==> config.mk <==
export PLATFORM = sky130hd
export DESIGN_NAME = byte_stripe
export DESIGN_NICKNAME = d
export VERILOG_FILES = /design/src/rtl/stripe_pkg.sv /design/src/rtl/byte_stripe.sv
export SDC_FILE = /design/constraint.sdc
export NUM_CORES = 1
export LEC_CHECK = 0
export ABC_AREA = 1
export CAP_MARGIN = 20
export CORE_MARGIN = 2
export CORE_UTILIZATION = 54
export CTS_BUF_LIST = sky130_fd_sc_hd__clkbuf_4 sky130_fd_sc_hd__clkbuf_8
export CTS_CLUSTER_SIZE = 16
export DETAILED_ROUTE_END_ITERATION = 12
export GPL_ROUTABILITY_DRIVEN = 0
export HOLD_SLACK_MARGIN = 0.08
export PLACE_DENSITY = 0.95
export RECOVER_POWER = 50
export SLEW_MARGIN = 20
export SYNTH_ARGS = -nofsm -noshare
export SYNTH_HDL_FRONTEND = slang
export SYNTH_SLANG_ARGS = --single-unit
==> constraint.sdc <==
create_clock -name clk_2f -period 2.03 [get_ports clk_2f]
set_input_delay 0.203 -clock clk_2f [delete_from_list [all_inputs] [get_ports clk_2f]]
set_output_delay 0.203 -clock clk_2f [all_outputs]
set_load 0.02 [all_outputs]
==> src/rtl/stripe_pkg.sv <==
// stripe_pkg: shared types and constants for the lane striper and unstriper
package stripe_pkg;
    localparam int DATA_W = 32;
    localparam int LANE0  = 0;
    localparam int LANE1  = 1;
    typedef enum logic {
        ST_IDLE = 1'b0,
        ST_HALF = 1'b1
    } state_t;
endpackage

==> src/rtl/byte_stripe.sv <==
// byte_stripe: pairs consecutive words onto lane_0/lane_1, held two clk_2f cycles each
module byte_stripe #(
    parameter int DATA_W    = stripe_pkg::DATA_W,
    parameter int FLUSH_CYC = 4,
    parameter int CNT_W     = 16
) (
    input  logic              clk_2f,
    input  logic              reset,
    input  logic              valid_in,
    input  logic [DATA_W-1:0] data_in,
    output logic              valid_0,
    output logic [DATA_W-1:0] lane_0,
    output logic              valid_1,
    output logic [DATA_W-1:0] lane_1,
    output logic [CNT_W-1:0]  pair_cnt
);
    import stripe_pkg::*;
    localparam logic [3:0] FLUSH_LAST = 4'(FLUSH_CYC - 1);
    state_t state, state_n;
    logic [DATA_W-1:0] hold_q;
    logic [3:0] idle_cnt;
    logic out_hold;
    logic emit_pair, emit_flush, emit;
    always_ff @(posedge clk_2f) begin
        state <= reset ? ST_IDLE : state_n;
    end
    always_comb begin
        state_n = (state == ST_IDLE) ? (valid_in ? ST_HALF : ST_IDLE) : (emit ? ST_IDLE : ST_HALF);
    end
    // a pairing word arriving on the flush cycle takes priority over the flush
    always_comb begin
        emit_pair  = (state == ST_HALF) && valid_in;
        emit_flush = (state == ST_HALF) && !valid_in && (idle_cnt == FLUSH_LAST);
        emit       = emit_pair || emit_flush;
    end
    always_ff @(posedge clk_2f) begin
        if (reset) begin
            hold_q   <= '0;
            idle_cnt <= '0;
            pair_cnt <= '0;
        end else begin
            if (state == ST_IDLE && valid_in) begin
                hold_q   <= data_in;
                idle_cnt <= '0;
            end else if (state == ST_HALF && !valid_in) begin
                idle_cnt <= idle_cnt + 4'd1;
            end
            if (emit)
                pair_cnt <= pair_cnt + 1'b1;
        end
    end
    // out_hold stretches each emitted pair to a second cycle before clearing
    always_ff @(posedge clk_2f) begin
        if (reset) begin
            valid_0  <= 1'b0;
            valid_1  <= 1'b0;
            lane_0   <= '0;
            lane_1   <= '0;
            out_hold <= 1'b0;
        end else if (emit) begin
            valid_0  <= 1'b1;
            valid_1  <= emit_pair;
            lane_0   <= hold_q;
            lane_1   <= emit_pair ? data_in : '0;
            out_hold <= 1'b1;
        end else if (out_hold) begin
            out_hold <= 1'b0;
        end else begin
            valid_0 <= 1'b0;
            valid_1 <= 1'b0;
            lane_0  <= '0;
            lane_1  <= '0;
        end
    end
endmodule

==> out/qor.yml <==
outcome: "complete, no violations"
yosysTopAreaCellShare_pct: 53.9
p_leak_nw: 2.48
ys_seq_area_share_pct: 53.9
htree_levels: 4
drv_slew: 0
p_per_area_mw_per_mm2: 819
hold_buffers: 0
synth_edf_count: 0
drc: 0
cts_tree: "done"
setup_viol: 0
synth-adder-area-share_pct: 0.561
start_kind: "input pin"
max_stage_delay_ns: 0.73
hp-start: "data_in[19]"
rsz0062_at_grt: "no"
hold_viol: 0
fmax_mhz: 550
insertion_delay_ns: 0.44
cp.required_ns: 2.35
post-route-period-util_pct: 89.6
crit_family: "buffers and inverters"
grt_max_degree: 56
synth_compound_area_share_pct: 13.0
synth_nets: 616
slowest_stage: "clkbuf_1"
port_buffers: 116
clockRootBuffer: "clkbuf_8"
antenna_cells: 0
route.vias.total: 4467
r2r_start: "idle_cnt[0]$_SDFFE_PP0P_"
critPathKind: "in2reg"
hold_class: "in2reg"
antenna_found_initial: 0
seqCellArea_mm2: 0.00240
die_area_mm2: 0.00900
start_util_pct: 55.1
grtUsageTotal_pct: 29.9
wire_per_inst_um: 15.8
synth_top_area_cell: "dfxtp_1"
yosysUniqueCellTypes: 21
dp_hpwl_mm: 7.94
fin_nets: 725
cts_buffers: 17
overflow: 0
chipWidth_um: 94.8
fin_setup_tns_ns: 0
cts_buffer_depth: 2
cp.arrival_ns: 2.14
ys_warn_count: 0
clk_pin_slew_ns: 0.07
grt_pass1_vias: 4367
drt_wl_total_mm: 12.7
synth_common_cells: "nand2_1 (142), dfxtp_1 (120), nor2_1 (81)"
synthesis.area_mm2: 0.00446
cp-startpoint: "valid_in"
synth_ff_type: "dfxtp_1"
synthSimpleGateAreaFrac_pct: 25.1
grt_pass1_wl_mm: 20.6
cts_setup_buffers: 0
path_cells: "clkdlybuf4s50_1, inv_1, nor2_1, clkbuf_1, nor2_1, o21ai_0, a21oi_1"
ir_drop_v: 0.000618
tightest_slew_ns: 0.937
fin_area_mm2: 0.00600
drt_pass1_iterations: 5
synth_xor_area_share_pct: 0.197
fin_skew_ns: 0.00924
drt_iter0_markers: 458
rows: 33
synth_top_family_by_area: "simple AND/OR/NAND/NOR gates"
relSlewSlack_pct: 37.5
maxCapViolations: 0
cp_max_fo: 22
synthTopCellsByArea: "dfxtp_1 (54%), nand2_1 (12%), a21oi_1 (7.5%)"
final_util_pct: 74.1
multi_input_area_mm2: 0.00174
synth.most_common_cell: "nand2_1"
syn_avg_cell_area_um2: 7.70
syn_inst: 579
cts_resized: 0
synth-seq-cells: 120
viasPerCell: 5.56
area_growth_pct: 34.6
cts.sinks: 120
core_area_mm2: 0.00809
cp.buffers_inverters: 3
ioPinCount: 117
crit_path_end_kind: "register"
drive_gt1_share_pct: 6.30
cp_common_cell: "nor2_1"
place_area_mm2: 0.00563
synthArstFlopShare_pct: 0
synthMuxAreaShare_pct: 0
chipHeight_um: 94.8
postRouteAntennaNets: 0
num-fill-cells: 562
period_needed_ns: 1.82
area by class of cell:
class	count	share of cell area [%]
Sequential cell	120	40.1
Multi-Input combinational cell	393	29.0
Timing Repair Buffer	124	20.6
Clock buffer	20	4.48
Tap cell	105	2.19
Inverter	32	2.00
Clock inverter	9	1.71
path summary, 6_finish.rpt:
path / to / slack [ns] / cells after the start
min reg2reg: lane_0[21]$_SDFFE_PP0P_ / 0.45 / 2
max: idle_cnt[1]$_SDFFE_PP0P_ / 0.21 / 7
max reg2reg: pair_cnt[5]$_SDFFE_PP0P_ / 0.23 / 7
min: lane_1[19]$_SDFFE_PP0P_ / 0.36 / 3
sequential cells by signal (all words and copies together), names as in the netlist:
name / flops
lane_1: 32
out_hold: 1
valid_0: 1
valid_1: 1
state: 1
idle_cnt: 4
lane_0: 32
pair_cnt: 16
hold_q: 32
cell usage in the layout (no fill, tap or decap):
cell type,instances
a21oi_1,67
buf_12,2
buf_2,1
buf_4,4
bufinv_16,2
clkbuf_1,2
clkbuf_4,1
clkbuf_8,19
clkdlybuf4s50_1,57
clkinv_2,4
clkinvlp_4,3
dfxtp_1,120
dlygate4sd3_1,58
ha_1,2
inv_1,29
inv_2,3
nand2_1,142
nand2_4,2
nand3_1,44
nand3_2,1
nand4_1,2
nor2_1,81
nor2_4,2
o21ai_0,38
o21ai_1,11
xor2_1,1
layer usage:
metal	GRT usage, %	up-vias	share of wire (%)
li1	-	2080	-
met4	17.9	0	4.4
met3	8.62	60	8.7
met5	0	-	0
met1	33.7	2064	37
met2	50.1	263	49
stage by stage:
stage          power [W]  setup slack, ns  cells  hold WS [ns]
2_1_floorplan    0.00273            0.567    579         0.338
3_3_place_gp     0.00289            0.180    774         0.426
3_5_place_dp     0.00291           0.0352    774         0.438
4_1_cts          0.00492            0.267    803         0.343
5_1_grt          0.00506           0.0680    803         0.371
6_report         0.00491            0.211    803         0.360
power by group:
part	internal (W)	switching (W)	leakage (nW)	total (W)
sequential	0.00243	0.0000423	0.977	0.00248
combinational	0.000151	0.000241	1.32	0.000392
clock	0.00114	0.000909	0.186	0.00204
total	0.00372	0.00119	2.48	0.00491
cell families (layout without fill, tap and decap cells):
family          Yosys count  after routing
xor+xnor                  1              1
compound gates          116            116
buf+inv                  66            185
fa+ha+maj                 2              2
simple gates            274            274
flops                   120            120
worst register-to-register path, cell delays in order, from the launching register on:
cell and delay [ns]:
dfxtp_1 0.42, ha_1 0.28, nand3_2 0.17, nand2_4 0.17, buf_4 0.29, nand2_1 0.10, o21ai_0 0.19, nor2_1 0.07
Note: power is estimated with default switching activity, not from simulation.
